==> config.mk <==
export PLATFORM = sky130hd
export DESIGN_NAME = icache_dataram_arb
export DESIGN_NICKNAME = d
export VERILOG_FILES = /design/src/rtl/icache_dataram_arb.sv
export SDC_FILE = /design/constraint.sdc
export NUM_CORES = 1
export LEC_CHECK = 0
export CAP_MARGIN = 20
export CORE_AREA = 3 3 426 428
export DETAILED_ROUTE_END_ITERATION = 12
export DIE_AREA = 0 0 429 431
export PLACE_DENSITY = 0.3
export SLEW_MARGIN = 20
export SYNTH_ARGS = -nofsm -noshare
export SYNTH_HDL_FRONTEND = slang
export SYNTH_SLANG_ARGS = --single-unit
==> constraint.sdc <==
create_clock -name clk -period 1.5 [get_ports clk]
set_input_delay 0.3 -clock clk [delete_from_list [all_inputs] [get_ports clk]]
set_output_delay 0.3 -clock clk [all_outputs]
set_load 0.03 [all_outputs]
==> src/rtl/icache_dataram_arb.sv <==
// Instruction-cache data RAM arbiter.
// Three requesters share one single-port data RAM: refill writes, demand (hit)
// reads and prefetch reads. At most one of them is granted each cycle. A read
// grant produces a response one cycle later, carrying the RAM read data and the
// ID and prefetch flag captured at grant time.
module icache_dataram_arb #(
    parameter int INDEX_WIDTH = 9,
    parameter int DATA_WIDTH  = 256,
    parameter int TXNID_WIDTH = 5,
    parameter int STARVE_MAX  = 4
) (
    input  logic                   clk,
    input  logic                   rst,

    // Refill write port
    input  logic                   wr_vld,
    output logic                   wr_rdy,
    input  logic                   wr_way,
    input  logic [INDEX_WIDTH-1:0] wr_index,
    input  logic [DATA_WIDTH-1:0]  wr_data,

    // Demand read port
    input  logic                   rd_vld,
    output logic                   rd_rdy,
    input  logic                   rd_way,
    input  logic [INDEX_WIDTH-1:0] rd_index,
    input  logic [TXNID_WIDTH-1:0] rd_txnid,

    // Prefetch read port
    input  logic                   pf_vld,
    output logic                   pf_rdy,
    input  logic                   pf_way,
    input  logic [INDEX_WIDTH-1:0] pf_index,
    input  logic [TXNID_WIDTH-1:0] pf_txnid,

    // Data RAM port
    output logic                   ram_en,
    output logic                   ram_we,
    output logic                   ram_way,
    output logic [INDEX_WIDTH-1:0] ram_index,
    output logic [DATA_WIDTH-1:0]  ram_wdata,
    input  logic [DATA_WIDTH-1:0]  ram_rdata,

    // Read response (no backpressure)
    output logic                   rsp_vld,
    output logic                   rsp_pf,
    output logic [TXNID_WIDTH-1:0] rsp_txnid,
    output logic [DATA_WIDTH-1:0]  rsp_data
);

    localparam int                   CNT_WIDTH = $clog2(STARVE_MAX + 1);
    localparam logic [CNT_WIDTH-1:0] CNT_MAX   = CNT_WIDTH'(STARVE_MAX);

    // Which requester owns the RAM this cycle.
    typedef enum logic [1:0] {
        GNT_NONE,
        GNT_WR,
        GNT_RD,
        GNT_PF
    } gnt_e;

    gnt_e                   gnt;
    logic                   starve_force;
    logic [CNT_WIDTH-1:0]   starve_cnt;
    logic [CNT_WIDTH-1:0]   starve_cnt_nxt;

    // Response pipeline: one stage, aligned with the RAM read latency.
    logic                   rsp_vld_q;
    logic                   rsp_pf_q;
    logic [TXNID_WIDTH-1:0] rsp_txnid_q;

    // Grant selection: refill > demand > prefetch, except that a demand read
    // which has lost STARVE_MAX times in a row jumps ahead of the refill.
    // NOTE: every signal written in an always_comb gets a default on entry so
    // that no path leaves it unassigned, which would otherwise infer a latch.
    always_comb begin
        gnt          = GNT_NONE;
        starve_force = rd_vld && (starve_cnt == CNT_MAX);
        if (rst) begin
            gnt = GNT_NONE;
        end else if (starve_force) begin
            gnt = GNT_RD;
        end else if (wr_vld) begin
            gnt = GNT_WR;
        end else if (rd_vld) begin
            gnt = GNT_RD;
        end else if (pf_vld) begin
            gnt = GNT_PF;
        end
    end

    assign wr_rdy = (gnt == GNT_WR);
    assign rd_rdy = (gnt == GNT_RD);
    assign pf_rdy = (gnt == GNT_PF);

    // RAM request mux: address from the winning requester; write data is only
    // meaningful on a refill so it is taken from the refill port unconditionally.
    always_comb begin
        ram_en    = (gnt != GNT_NONE);
        ram_we    = (gnt == GNT_WR);
        ram_way   = wr_way;
        ram_index = wr_index;
        ram_wdata = wr_data;
        case (gnt)
            GNT_RD: begin
                ram_way   = rd_way;
                ram_index = rd_index;
            end
            GNT_PF: begin
                ram_way   = pf_way;
                ram_index = pf_index;
            end
            default: begin
            end
        endcase
    end

    // Starvation counter next state: counts consecutive demand-read losses,
    // saturating at STARVE_MAX; any demand grant or idle demand port clears it.
    always_comb begin
        starve_cnt_nxt = starve_cnt;
        if (!rd_vld || rd_rdy) begin
            starve_cnt_nxt = '0;
        end else if (starve_cnt != CNT_MAX) begin
            starve_cnt_nxt = starve_cnt + 1'b1;
        end
    end

    // Starvation counter register.
    // NOTE: clocked state uses non-blocking assignments so every flop samples
    // pre-edge values regardless of the order the simulator runs the blocks.
    always_ff @(posedge clk) begin
        if (rst) begin
            starve_cnt <= '0;
        end else begin
            starve_cnt <= starve_cnt_nxt;
        end
    end

    // Capture the ID and origin of each read grant for the response cycle.
    always_ff @(posedge clk) begin
        if (rst) begin
            rsp_vld_q   <= 1'b0;
            rsp_pf_q    <= 1'b0;
            rsp_txnid_q <= '0;
        end else begin
            rsp_vld_q   <= rd_rdy || pf_rdy;
            rsp_pf_q    <= pf_rdy;
            rsp_txnid_q <= pf_rdy ? pf_txnid : rd_txnid;
        end
    end

    // Response outputs. Reset masks them in the same cycle, so a read granted
    // just before reset rises never surfaces a response.
    assign rsp_vld   = rsp_vld_q && !rst;
    assign rsp_pf    = rsp_pf_q && !rst;
    assign rsp_txnid = rst ? '0 : rsp_txnid_q;
    assign rsp_data  = ram_rdata;

endmodule

* Word-level counts from Yosys, hierarchy flattened
Index checks and enable logic that the tools add are counted.
** Storage, ports and cells
- Register bits after elaboration :: 10
- Bits of input ports :: 557
- Output and inout port bits :: 534
- Logic and storage cells :: 28
** Cells by class
- Eq/ne operators :: 5
- Muxes and demuxes :: 9
- Reduce and logical (&&, ||, !) cells :: 9
- $add $sub $neg :: 1
** Operators with widths (count)
- one-hot mux 9 bit (2 select lines) :: 1
- 2-to-1 mux 2 bit :: 5
- 2-to-1 mux 5 bit :: 2
- equality test 2 bit (second input constant) :: 2
- adder 3 x 1 -> 3 bit (second input constant) :: 1
- equality test 3 bit (second input constant) :: 1
- logical AND 1 bit :: 3
- inequality test 3 bit (second input constant) :: 1
- equality test 2 x 1 -> 1 bit (second input constant) :: 1
- logical NOT 1 bit :: 2
- logical OR 1 bit :: 2
- one-hot mux 1 bit (2 select lines) :: 1
- nonzero test 2 bit :: 1
- OR reduction 2 bit :: 1

* Longest topological paths before layout
Gate-level depths: netlist of the first run.
- Word-level depth :: 8
- Gate-level depth with buffers :: 6
- Depth with buffers taken out :: 5

* Least setup slack after synthesis of the first run
No wires, ideal clock.
- Kind :: register to output
- Start :: register starve_cnt[0]
- End :: output port ram_index[0]
- Stages on the path, launching flop included :: 7
- Data required time :: 1.200 ns
- Path buffers :: 1
- Setup slack :: -0.202 ns
- Data arrival time :: 1.402 ns
- Cell sequence :: dfxtp_1 inv_1 ha_1 nand2_1 a21oi_1 buf_2 a221o_1
** On the way
- Longest elaborated chain between the ends :: 6
- Elaborated cells between the ends (all ways) :: 7
- Classes of those cells :: eq/ne: 3; mux: 3; reduce/logical: 1
** RTL lines
- start: declaration :: RTL line 64 : logic [CNT_WIDTH-1:0] starve_cnt;
- start signal: assignment :: RTL line 136 : starve_cnt <= starve_cnt_nxt;
- equality test 3 bit :: RTL line 78 : starve_force = rd_vld && (starve_cnt == CNT_MAX);
- logical AND 1 bit :: RTL line 78
- 2-to-1 mux 2 bit :: RTL line 81 : end else if (starve_force) begin
- 2-to-1 mux 2 bit :: RTL line 79 : if (rst) begin
- equality test 2 bit
- via rd_rdy :: RTL line 24 : output logic rd_rdy,
- one-hot mux 9 bit (2 select lines) :: RTL line 104 : case (gnt)
- end: declaration :: RTL line 40 : output logic [INDEX_WIDTH-1:0] ram_index,
The timed path passes the listed nets, and every way through them passes these cells.

* Worst setup path after layout of the first run
- Start :: register starve_cnt[1]
- End :: output port ram_index[0]
** On the way
- Longest elaborated chain between the ends :: 6
- Elaborated cells between the ends (all ways) :: 7
- Classes of those cells :: eq/ne: 3; mux: 3; reduce/logical: 1
** RTL lines (RTL line)
- equality test 3 bit * :: 78
- logical AND 1 bit * :: 78
- 2-to-1 mux 2 bit * :: 81
- 2-to-1 mux 2 bit * :: 79
- equality test 2 bit :: 104
- one-hot mux 9 bit (2 select lines) * :: 104
Mark *: on every way between the ends. The rest lies on a longest branch, timed or not.

==> flow_metrics.env, run 1 <==
export IMPL_reg2reg_from="starve_cnt[1]"
export IMPL_power_frac_clock_pct=40.7
export IMPL_ys_async_sr_fraction_pct=0
export IMPL_hold_class="flop to flop"
export IMPL_cts_num_sinks=10
export IMPL_status="finished with violations"
export IMPL_min_from="starve_cnt[0]"
export IMPL_synth_area_leader_cell="buf_4"
export IMPL_synth_top_area_share_pct=84.63
export IMPL_final_hold_viol_count=0
export IMPL_grt_max_degree=14
export IMPL_rsz0062_at_grt="true"
export IMPL_min_period_ns=2.052
export IMPL_start_util_pct=2.553
export IMPL_cts_buffer_depth=2
export IMPL_max_cap_violations=0
export IMPL_ys_warn_count=0
export IMPL_stdcell_area_um2=4994
export IMPL_met1Wirelength_mm=9.574
export IMPL_vias=2216
export IMPL_dieArea_um2=184900
export IMPL_crit_type="flop to primary output"
export IMPL_slew_headroom_pct=53.40
export IMPL_nets=736
export IMPL_synth_area_um2=4551
export IMPL_p_switching_uw=507.6
export IMPL_synth_flop_cell="dfxtp_1"
export IMPL_irDropWorstVdd_v=0.0002645
export IMPL_overflow=0
export IMPL_drt_iter0_markers=123
export IMPL_drt_first_pass_iters=4
export IMPL_endpoint_kind="primary output"
export IMPL_powerDensity_nw_per_um2=308.8
export IMPL_synth_nets=1150
export IMPL_synthTopCellsByArea="buf_4 (85%), dfxtp_1 (4.4%), a221o_1 (2.2%)"
export IMPL_worstSetupStartpoint="starve_cnt[1]"
export IMPL_dpl_cell_area_um2=4706
export IMPL_synth_common_cells="buf_4 (513), and2_1 (11), a221o_1 (10), dfxtp_1 (10), nor2_1 (10)"
export IMPL_seq_power_share_pct=18.2
export IMPL_yosys_cell_types_count=21
export IMPL_r2r_setup_slack_ns=0.29
export IMPL_timing_final_setup_violations=14
export IMPL_drive_gt1_share_pct=51.14
export IMPL_clk_pin_slew_ns=0.06
export IMPL_start_kind="flop"
export IMPL_critPathRequiredTime_ns=1.20
export IMPL_clkLatencyLatePin_ns=0.27
export IMPL_io_pins=1091
export IMPL_ys_seq_area_share_pct=4.399
export IMPL_grt_pass1_wl_mm=121.0
export IMPL_wl_met3_mm=45.32
export IMPL_synth_edff_count=0
export IMPL_coreArea_um2=178200
export IMPL_fin_skew_ns=0.003385
export IMPL_final_antenna_net_count=0
export IMPL_power_mw=1.542
export IMPL_hold_buffers=0
export IMPL_timing_rr_end="rsp_vld_q"
export IMPL_critical_path_arrival_ns=1.75
export IMPL_drv_slew=0
export IMPL_p_sw_share_pct=32.92
export IMPL_tightestPinTransition_ns=0.6893
export IMPL_syn_to_final_growth_pct=9.733
export IMPL_grt_pass1_vias=2040
export IMPL_fin_crit_sh_pct=136.8
export IMPL_r2r_cells=7
export IMPL_cell_internal_pwr_mw=1.034
export IMPL_top_layer="met5"
export IMPL_place_congestion=0.8739
export IMPL_netlist_instances=591
export IMPL_power_leakage_nw=0.8780
export IMPL_fin_ws_ns=-0.5524
export IMPL_cts_htree_levels=1
export IMPL_syn_area_per_cell_um2=7.700
export IMPL_wl_met2_mm=58.85
export IMPL_crit_path_end="ram_index[0]"
export IMPL_routed_wirelength_mm=115.9
export IMPL_clockRootBuffer="clkbuf_16"
export IMPL_cts_tree="built"
export IMPL_grtUsageTotal_pct=11.98
export IMPL_antenna_found_initial=28
export IMPL_io_buffers=66
export IMPL_cts_inserted_buffers=3
export IMPL_yosys_register_bits=10
export IMPL_drc=0
export IMPL_power_frac_comb_pct=41.1
export IMPL_violations="setup timing"
export IMPL_fp_dieW_um=429
export IMPL_wl_per_cell_um=45.70
export IMPL_fill_cells=21150
export IMPL_dp_hpwl_mm=112.8
export IMPL_synth_most_common_cell="buf_4"
export IMPL_detail_route_vias_per_cell=0.8738
export IMPL_critPathMaxFanout=5
export IMPL_rows=155
export IMPL_fmax_mhz=487.2
export IMPL_fp_dieH_um=431
layout make-up:
type | count | area (µm²) | area share, %
timing repair buffer | 100 | 1226 | 24.56
antenna | 5 | 12.51 | 0.2506
sequential | 10 | 202.7 | 4.059
inverter | 4 | 15.01 | 0.3007
tap | 2355 | 2947 | 59.01
clock buffer | 4 | 88.84 | 1.779
multi-input combinational | 58 | 501.7 | 10.05
cell usage in the layout (no fill, tap or decap), drive strengths merged, types with 2 or more instances in the layout:
cell type,synthesis,final
clkdlybuf4s50,0,40
nor4b,2,2
buf,519,58
nand2,2,2
inv,4,4
mux2i,6,6
nor2b,8,8
clkbuf,0,6
diode,0,5
a221o,10,10
ha,2,2
nand3,2,2
dfxtp,10,10
nor2,10,10
and2,11,11
worst min-delay path by stage:
stage / cells past startpoint / endpoint
finish: 2 / starve_cnt[0]
global route: 2 / starve_cnt[0]
CTS: 5 / starve_cnt[2]
detailed placement: 2 / starve_cnt[0]
global placement: 2 / starve_cnt[0]
floorplan: 1 / rsp_pf_q
critical path, stage by stage, from the launching register on:
cell and delay [ns]:
dfxtp_2 0.33, inv_2 0.04, ha_4 0.15, buf_4 0.14, nand2_4 0.07, a21oi_4 0.08, clkbuf_16 0.16, a221o_2 0.36
buf_12 0.14
state kept, by name (all words and copies together) (netlist names):
signal	flops
rsp_txnid_q	5
starve_cnt	3
rsp_vld_q	1
rsp_pf_q	1
layer usage:
metal,global-route usage (%),vias up
met5,0.7286,-
met4,2.025,6
met3,22.15,125
met2,21.57,859
met1,2.793,751
li1,-,475
what timing repair did:
item                                   in CTS  in global routing
resized for setup                          36                 11
endpoints found under the hold margin       0                  0
pin swaps                                   3                  4
setup endpoints to repair                  28                 20
gates cloned                                1                  1
buffers inserted                            6                  3
power groups by stage:
stage	Combinational [mW]	Clock, mW	Sequential, mW
2_1_floorplan	2.73	0	0.285
3_3_place_gp	0.624	0	0.287
3_5_place_dp	0.621	0	0.288
4_1_cts	0.646	0.686	0.281
5_1_grt	0.675	0.673	0.282
6_report	0.634	0.628	0.281
logic make-up (layout without fill, tap and decap cells):
group / Yosys count / after routing / share of synthesized area (%)
mux: 6 / 6 / 1.320
other cells: 0 / 5 / 0
compound gates: 13 / 13 / 2.640
buf+inv: 523 / 108 / 86.31
simple gates: 37 / 37 / 4.784
fa+ha+maj: 2 / 2 / 0.5498
flops: 10 / 10 / 4.399
metrics by stage:
| step | cells | util, % | setup WS [ns] | hold WS (ns) | TNS [ns] |
|---|---|---|---|---|---|
| 6_report | 2536 | 2.802 | -0.5524 | 0.5054 | -6.095 |
| 5_1_grt | 2532 | 2.796 | -0.6062 | 0.5345 | -6.997 |
| 4_1_cts | 2527 | 2.747 | -0.5714 | 0.4918 | -6.367 |
| 3_5_place_dp | 2517 | 2.640 | -0.7156 | 0.5035 | -15.20 |
| 3_3_place_gp | 2517 | 2.640 | -0.7052 | 0.5018 | -15.21 |
| 2_1_floorplan | 591 | - | -0.09629 | 0.3773 | -0.8427 |
(Power assumes the default switching activity.)
==> run 2: changes to the inputs <==
--- a/config.mk
+++ b/config.mk
@@ -9,6 +9,7 @@
 export CORE_AREA = 3 3 426 428
 export DETAILED_ROUTE_END_ITERATION = 12
 export DIE_AREA = 0 0 429 431
+export HOLD_SLACK_MARGIN = 0.12
 export PLACE_DENSITY = 0.3
 export SLEW_MARGIN = 20
 export SYNTH_ARGS = -nofsm -noshare
==> results of run 2 <==
The final DEF is identical to that of run 1; final timing and power are the same.
==> run 3: changes to the inputs <==
--- a/config.mk
+++ b/config.mk
@@ -7,11 +7,12 @@
 export LEC_CHECK = 0
 export CAP_MARGIN = 20
 export CORE_AREA = 3 3 426 428
+export CTS_CLUSTER_SIZE = 30
 export DETAILED_ROUTE_END_ITERATION = 12
 export DIE_AREA = 0 0 429 431
 export HOLD_SLACK_MARGIN = 0.12
 export PLACE_DENSITY = 0.3
-export SLEW_MARGIN = 20
+export RECOVER_POWER = 100
 export SYNTH_ARGS = -nofsm -noshare
 export SYNTH_HDL_FRONTEND = slang
 export SYNTH_SLANG_ARGS = --single-unit
==> results of run 3 <==
The final DEF is identical to that of run 1; final timing and power are the same.
